## src/rtl/msrv32_trap_controller.sv

```systemverilog
// msrv32 machine-mode trap sequencer: trap entry, mret, PC select, flush.
// Optional `MSRV32_IRQ_EN enables interrupt recognition (off by default).
module msrv32_trap_controller (
  input  logic       clk_in,
  input  logic       rst_n_in,
  input  logic       instr_valid_in,
  input  logic       ecall_in,
  input  logic       ebreak_in,
  input  logic       mret_in,
  input  logic       illegal_instr_in,
  input  logic       misaligned_instr_in,
  input  logic       misaligned_load_in,
  input  logic       misaligned_store_in,
  input  logic       mie_in,
  input  logic       meie_in,
  input  logic       mtie_in,
  input  logic       msie_in,
  input  logic       meip_in,
  input  logic       mtip_in,
  input  logic       msip_in,
  output logic       i_or_e_out,
  output logic       set_cause_out,
  output logic       set_epc_out,
  output logic       mie_clear_out,
  output logic       mie_set_out,
  output logic       instret_inc_out,
  output logic       misaligned_exception_out,
  output logic [3:0] cause_out,
  output logic [1:0] pc_src_out,
  output logic       flush_out,
  output logic       trap_taken_out
);

  typedef enum logic [1:0] {
    S_RESET       = 2'b00,
    S_OPERATING   = 2'b01,
    S_TRAP_TAKEN  = 2'b10,
    S_TRAP_RETURN = 2'b11
  } state_t;

  state_t     state_q, state_d;
  logic [3:0] cause_q, cause_d;
  logic       ioe_q, ioe_d;
  logic       set_cause_q, set_cause_d;
  logic       mie_clear_q, mie_clear_d;
  logic       mie_set_q, mie_set_d;
  logic       instret_q, instret_d;
  logic       mis_q, mis_d;
  logic [1:0] pc_src_q, pc_src_d;
  logic       flush_q, flush_d;
  logic       trap_q, trap_d;

  logic       irq;
  logic [3:0] irq_cause;
  logic       exc;
  logic [3:0] exc_cause;
  logic       ret;

`ifdef MSRV32_IRQ_EN
  // Interrupt pending and cause: external > software > timer
  always_comb begin
    irq       = mie_in & ((meie_in & meip_in) |
                          (msie_in & msip_in) |
                          (mtie_in & mtip_in));
    irq_cause = 4'd7;
    if (meie_in & meip_in)
      irq_cause = 4'd11;
    else if (msie_in & msip_in)
      irq_cause = 4'd3;
  end
`else
  logic unused_irq;
  assign unused_irq = ^{mie_in, meie_in, mtie_in, msie_in,
                        meip_in, mtip_in, msip_in};

  // Interrupts disabled: nothing is ever pending
  always_comb begin
    irq       = 1'b0;
    irq_cause = 4'd0;
  end
`endif

  // Exception detect and priority encode of the cause
  always_comb begin
    exc_cause = 4'd0;
    exc       = instr_valid_in &
                (misaligned_instr_in | illegal_instr_in |
                 ecall_in | ebreak_in |
                 misaligned_load_in | misaligned_store_in);
    if (misaligned_instr_in)
      exc_cause = 4'd0;
    else if (illegal_instr_in)
      exc_cause = 4'd2;
    else if (ecall_in)
      exc_cause = 4'd11;
    else if (ebreak_in)
      exc_cause = 4'd3;
    else if (misaligned_load_in)
      exc_cause = 4'd4;
    else if (misaligned_store_in)
      exc_cause = 4'd6;
    ret = instr_valid_in & mret_in;
  end

  // Next state, captured cause and next-state output decode
  always_comb begin
    state_d     = state_q;
    cause_d     = cause_q;
    ioe_d       = ioe_q;
    set_cause_d = 1'b0;
    mie_clear_d = 1'b0;
    mie_set_d   = 1'b0;
    instret_d   = 1'b0;
    mis_d       = 1'b0;
    pc_src_d    = 2'b01;
    flush_d     = 1'b0;
    trap_d      = 1'b0;
    case (state_q)
      S_RESET: state_d = S_OPERATING;
      S_OPERATING: begin
        if (irq) begin
          state_d = S_TRAP_TAKEN;
          cause_d = irq_cause;
          ioe_d   = 1'b1;
        end else if (exc) begin
          state_d = S_TRAP_TAKEN;
          cause_d = exc_cause;
          ioe_d   = 1'b0;
        end else if (ret) begin
          state_d = S_TRAP_RETURN;
        end else begin
          instret_d = instr_valid_in;
        end
      end
      default: state_d = S_OPERATING;
    endcase
    case (state_d)
      S_RESET: begin
        pc_src_d = 2'b00;
        flush_d  = 1'b1;
      end
      S_TRAP_TAKEN: begin
        set_cause_d = 1'b1;
        mie_clear_d = 1'b1;
        trap_d      = 1'b1;
        flush_d     = 1'b1;
        pc_src_d    = 2'b10;
        mis_d       = ~ioe_d & ((cause_d == 4'd0) |
                                (cause_d == 4'd4) |
                                (cause_d == 4'd6));
      end
      S_TRAP_RETURN: begin
        mie_set_d = 1'b1;
        instret_d = 1'b1;
        flush_d   = 1'b1;
        pc_src_d  = 2'b11;
      end
      default: ;
    endcase
  end

  // State and registered outputs
  always_ff @(posedge clk_in or negedge rst_n_in) begin
    if (!rst_n_in) begin
      state_q     <= S_RESET;
      cause_q     <= 4'd0;
      ioe_q       <= 1'b0;
      set_cause_q <= 1'b0;
      mie_clear_q <= 1'b0;
      mie_set_q   <= 1'b0;
      instret_q   <= 1'b0;
      mis_q       <= 1'b0;
      pc_src_q    <= 2'b00;
      flush_q     <= 1'b1;
      trap_q      <= 1'b0;
    end else begin
      state_q     <= state_d;
      cause_q     <= cause_d;
      ioe_q       <= ioe_d;
      set_cause_q <= set_cause_d;
      mie_clear_q <= mie_clear_d;
      mie_set_q   <= mie_set_d;
      instret_q   <= instret_d;
      mis_q       <= mis_d;
      pc_src_q    <= pc_src_d;
      flush_q     <= flush_d;
      trap_q      <= trap_d;
    end
  end

  assign i_or_e_out               = ioe_q;
  assign set_cause_out            = set_cause_q;
  assign set_epc_out              = set_cause_q;
  assign mie_clear_out            = mie_clear_q;
  assign mie_set_out              = mie_set_q;
  assign instret_inc_out          = instret_q;
  assign misaligned_exception_out = mis_q;
  assign cause_out                = cause_q;
  assign pc_src_out               = pc_src_q;
  assign flush_out                = flush_q;
  assign trap_taken_out           = trap_q;

endmodule

```

## config.mk

```make
export PLATFORM = sky130hd
export DESIGN_NAME = msrv32_trap_controller
export DESIGN_NICKNAME = d
export VERILOG_FILES = /design/src/rtl/msrv32_trap_controller.sv
export SDC_FILE = /design/constraint.sdc
export NUM_CORES = 1
export LEC_CHECK = 0
export ABC_AREA = 1
export CAP_MARGIN = 0
export CORE_ASPECT_RATIO = 1.1
export CORE_MARGIN = 2
export CORE_UTILIZATION = 33
export CTS_CLUSTER_DIAMETER = 60
export DETAILED_ROUTE_END_ITERATION = 10
export PLACE_DENSITY = 0.72
export SYNTH_ARGS = -nofsm -noshare
export SYNTH_HDL_FRONTEND = slang
export SYNTH_SLANG_ARGS = --single-unit
export TNS_END_PERCENT = 50
```

## constraint.sdc

```tcl
create_clock -name clk_in -period 1.1 [get_ports clk_in]
set_clock_uncertainty 0.15 [all_clocks]
set_input_delay 0.22 -clock clk_in [delete_from_list [all_inputs] [get_ports clk_in]]
set_output_delay 0.22 -clock clk_in [all_outputs]
set_load 0.03 [all_outputs]
```

==> flow_results.xml <==
<?xml version="1.0" encoding="UTF-8"?>
<metrics>
  <group name="cts">
    <metric name="cts_hold_buffers" unit="">0</metric>
    <metric name="clock_latency" unit="ns">0.27</metric>
    <metric name="clock_sinks" unit="">14</metric>
    <metric name="clock_path_buffers" unit="">2</metric>
    <metric name="cts_tree" unit="">built</metric>
    <metric name="clk_pin_slew_worst_paths" unit="ns">0.08</metric>
    <metric name="clock-root-buffer" unit="">sky130_fd_sc_hd__clkbuf_4</metric>
    <metric name="cts-buffers-inserted" unit="">3</metric>
    <metric name="ctsHtreeMaxLevel" unit="">1</metric>
  </group>
  <group name="synthesis">
    <metric name="post_synth_net_total" unit="">75</metric>
    <metric name="synth_sequential_area_ratio" unit="%">59.53</metric>
    <metric name="synthesis.yosys.warnings" unit="">0</metric>
    <metric name="netlist_area" unit="sq um">590.6</metric>
    <metric name="avgSynthCellArea" unit="sq um">10.18</metric>
    <metric name="synth.distinct_cells" unit="">17</metric>
    <metric name="ys_ff_latch" unit="">14</metric>
    <metric name="netlist_instances" unit="">58</metric>
  </group>
  <group name="cells_and_area">
    <metric name="antenna-diode-count" unit="">0</metric>
    <metric name="final_net_count" unit="">108</metric>
    <metric name="final_cell_area" unit="sq mm">0.001013</metric>
    <metric name="stdcell_count" unit="">108</metric>
    <metric name="final_layout_size_suffix_gt1_share" unit="%">57.78</metric>
    <metric name="finalCoreUtilization" unit="%">58.19</metric>
    <metric name="area.growth.synth_to_final" unit="%">71.61</metric>
  </group>
  <group name="critical_path">
    <metric name="cpPeakStageDelay" unit="ns">0.53</metric>
    <metric name="critical_path.cell_chain" unit="">buf_6</metric>
    <metric name="critPathCaptureType" unit="">primary output</metric>
    <metric name="crit_buf_inv" unit="">1</metric>
    <metric name="crit_type" unit="">reg2out</metric>
    <metric name="worstPathArrival" unit="ns">0.91</metric>
    <metric name="reg2reg_setup_slack" unit="ns">-0.16</metric>
    <metric name="critPathSlowestCell" unit="">sky130_fd_sc_hd__dfstp_2</metric>
    <metric name="worstSetupStartpointType" unit="">flop</metric>
    <metric name="worstPathRequired" unit="ns">0.73</metric>
    <metric name="critical_path_peak_fanout" unit="">1</metric>
    <metric name="crit_family" unit="">flip-flops</metric>
  </group>
  <group name="timing">
    <metric name="worst_slew_margin_rel" unit="%">84.85</metric>
    <metric name="post-route-worst-setup-slack" unit="ns">-0.1849</metric>
    <metric name="rsz0062_at_grt" unit="">yes</metric>
    <metric name="layout_min_cycle_time" unit="ns">1.285</metric>
    <metric name="slew_violations" unit="">0</metric>
    <metric name="final_min_period_over_clock_period" unit="%">116.8</metric>
    <metric name="maxClockFrequency" unit="MHz">778.3</metric>
    <metric name="worst_slew_pin_slew" unit="ns">0.2269</metric>
    <metric name="final-hold-violation-count" unit="">0</metric>
    <metric name="timing.final.setup_violations" unit="">27</metric>
  </group>
  <group name="floorplanning">
    <metric name="floorplan.die_area" unit="sq mm">0.002144</metric>
    <metric name="floorplan.initialDensity" unit="%">33.91</metric>
    <metric name="boundaryPins" unit="">32</metric>
    <metric name="core_region_area" unit="sq mm">0.001742</metric>
    <metric name="die_height" unit="um">48.37</metric>
    <metric name="chipWidth" unit="um">44.34</metric>
    <metric name="core.rowCount" unit="">16</metric>
  </group>
  <group name="route">
    <metric name="route.detailed.wl_per_inst" unit="um">9.981</metric>
    <metric name="route.antenna.remaining_nets" unit="">0</metric>
    <metric name="viasPerCell" unit="">4.324</metric>
    <metric name="drt_iter0_markers" unit="">2</metric>
    <metric name="number_of_drc_violations_after_detailed_routing" unit="">0</metric>
    <metric name="detailroute.via_count" unit="">467</metric>
    <metric name="wl_final" unit="um">1078</metric>
    <metric name="first_pass_detailed_route_iteration_total" unit="">2</metric>
  </group>
  <group name="power">
    <metric name="static-leakage-power" unit="uW">0.0004987</metric>
    <metric name="ir_drop" unit="mV">1.066</metric>
    <metric name="power.density" unit="mW/mm^2">2819</metric>
  </group>
  <group name="placed_design">
    <metric name="buffer_ports.inserted" unit="">24</metric>
    <metric name="pre_cts_ws" unit="ns">-0.4856</metric>
    <metric name="globalplace.congestion" unit="">0.7222</metric>
    <metric name="detailed_place_hpwl" unit="um">855.2</metric>
    <metric name="placement.cell_area" unit="sq um">843.3</metric>
    <metric name="dp_cells" unit="">103</metric>
  </group>
  <group name="run">
    <metric name="cap_violations" unit="">0</metric>
  </group>
  <group name="outcome">
    <metric name="run_status" unit="">finished, violations left</metric>
    <metric name="failed_checks" unit="">setup timing</metric>
  </group>
  <group name="global_routing">
    <metric name="grt_pass1_wl" unit="um">1856</metric>
    <metric name="grt_antenna_before_repair" unit="">0</metric>
    <metric name="maximum_number_of_pins_on_one_net_before_global_route_repair" unit="">9</metric>
    <metric name="overflow" unit="">0</metric>
    <metric name="first_global_vias" unit="">448</metric>
    <metric name="grt_usage" unit="%">11.72</metric>
  </group>
  <group name="hold_path">
    <metric name="hold_path_class" unit="">in2async</metric>
  </group>
</metrics>
-- per-stage QoR --
stage / power, uW / TNS, ns / hold slack, ns
finish: 2857 / -2.493 / 0.1410
global route: 3015 / -3.673 / 0.1647
CTS: 2750 / -2.349 / 0.1366
detailed placement: 2111 / -5.840 / 0.3386
global placement: 2085 / -5.568 / 0.3333
floorplan: 1684 / -0.1567 / -0.2256
-- logic make-up after synthesis --
logic type | count (synthesis) | share of synthesized area, %
buf+inv | 14 | 10.80
flops | 14 | 59.53
simple gates | 23 | 22.67
compound gates | 7 | 6.992
-- layout by cell type, fill, tap and decap left out, types with 2 or more instances in the layout --
cell type                          n
sky130_fd_sc_hd__buf_4             5
sky130_fd_sc_hd__buf_6            16
sky130_fd_sc_hd__clkbuf_4          3
sky130_fd_sc_hd__clkdlybuf4s50_1   2
sky130_fd_sc_hd__dfrtp_1          12
sky130_fd_sc_hd__dlygate4sd2_1     7
sky130_fd_sc_hd__inv_1             8
sky130_fd_sc_hd__inv_2             2
sky130_fd_sc_hd__nand2_1           4
sky130_fd_sc_hd__nand2_2           6
sky130_fd_sc_hd__nand2_4           3
sky130_fd_sc_hd__nand3_1           2
sky130_fd_sc_hd__nor2_2            3
sky130_fd_sc_hd__o21ai_2           3
-- worst paths after layout --
path,from,to,cells after the start
max,flush_out,flush_out,1
min,rst_n_in,pc_src_out[1],2
max reg2reg,state_q[1],misaligned_exception_out,6
min reg2reg,i_or_e_out,i_or_e_out,2
max in group asynchronous,rst_n_in,trap_taken_out,2
min in group clk_in,misaligned_load_in,instret_inc_out,3
-- routing by layer --
| metal | up-vias | GRT usage (%) | routed length (um) |
|---|---|---|---|
| met4 | 0 | 7.576 | 12 |
| met3 | 2 | 2.612 | 82 |
| met2 | 21 | 19.12 | 592 |
| li1 | 235 | - | - |
| met1 | 209 | 13.32 | 390 |
| met5 | - | 0 | 0 |
-- power breakdown --
part	total, uW	switching, uW	internal [uW]	leakage, uW
registers	876	143	732	0.000172
clock network	350	149	201	0.0000210
logic	1630	915	716	0.000306
total	2860	1210	1650	0.000499
-- synthesized netlist by cell type --
master	instances	area share [%]
sky130_fd_sc_hd__dfrtp_1	13	55
sky130_fd_sc_hd__or2_4	1	1.5
sky130_fd_sc_hd__nor2_2	1	1.1
sky130_fd_sc_hd__dfstp_2	1	4.4
sky130_fd_sc_hd__nand2_2	2	2.1
sky130_fd_sc_hd__nand2_4	3	5.7
sky130_fd_sc_hd__nor2_1	2	1.3
sky130_fd_sc_hd__nor3_1	2	1.7
sky130_fd_sc_hd__buf_4	3	3.8
sky130_fd_sc_hd__inv_2	1	0.63
sky130_fd_sc_hd__o21ai_0	5	4.2
sky130_fd_sc_hd__o21a_1	1	1.3
sky130_fd_sc_hd__inv_1	10	6.4
sky130_fd_sc_hd__nor2_4	1	1.9
sky130_fd_sc_hd__nand3_1	2	1.7
sky130_fd_sc_hd__nand2_1	9	5.7
sky130_fd_sc_hd__a21oi_2	1	1.5
-- registers in the layout, summed over array words and instances, names as in the netlist --
| register | cells |
|---|---|
| i_or_e_out | 1 |
| cause_out | 4 |
| flush_out | 1 |
| mie_set_out | 1 |
| misaligned_exception_out | 1 |
| trap_taken_out | 1 |
| state_q | 2 |
| pc_src_out | 2 |
| instret_inc_out | 1 |
-- layout make-up --
class / instances / area (sq um)
inverters: 11 / 48.80
clock buffers: 4 / 36.28
multi-input cells: 30 / 234.0
repair buffers: 31 / 319.1
well taps: 18 / 22.52
flip-flops and latches: 14 / 352.8
fillers: 156 / 728.2
-- what timing repair did --
| action | 4_1_cts | 5_1_grt |
|---|---|---|
| setup endpoints to repair | 28 | 28 |
| resized for setup | 37 | 8 |
| pin swaps | 10 | 1 |
| buffers inserted | 0 | 1 |
Note: power is estimated with default switching activity, not from simulation.
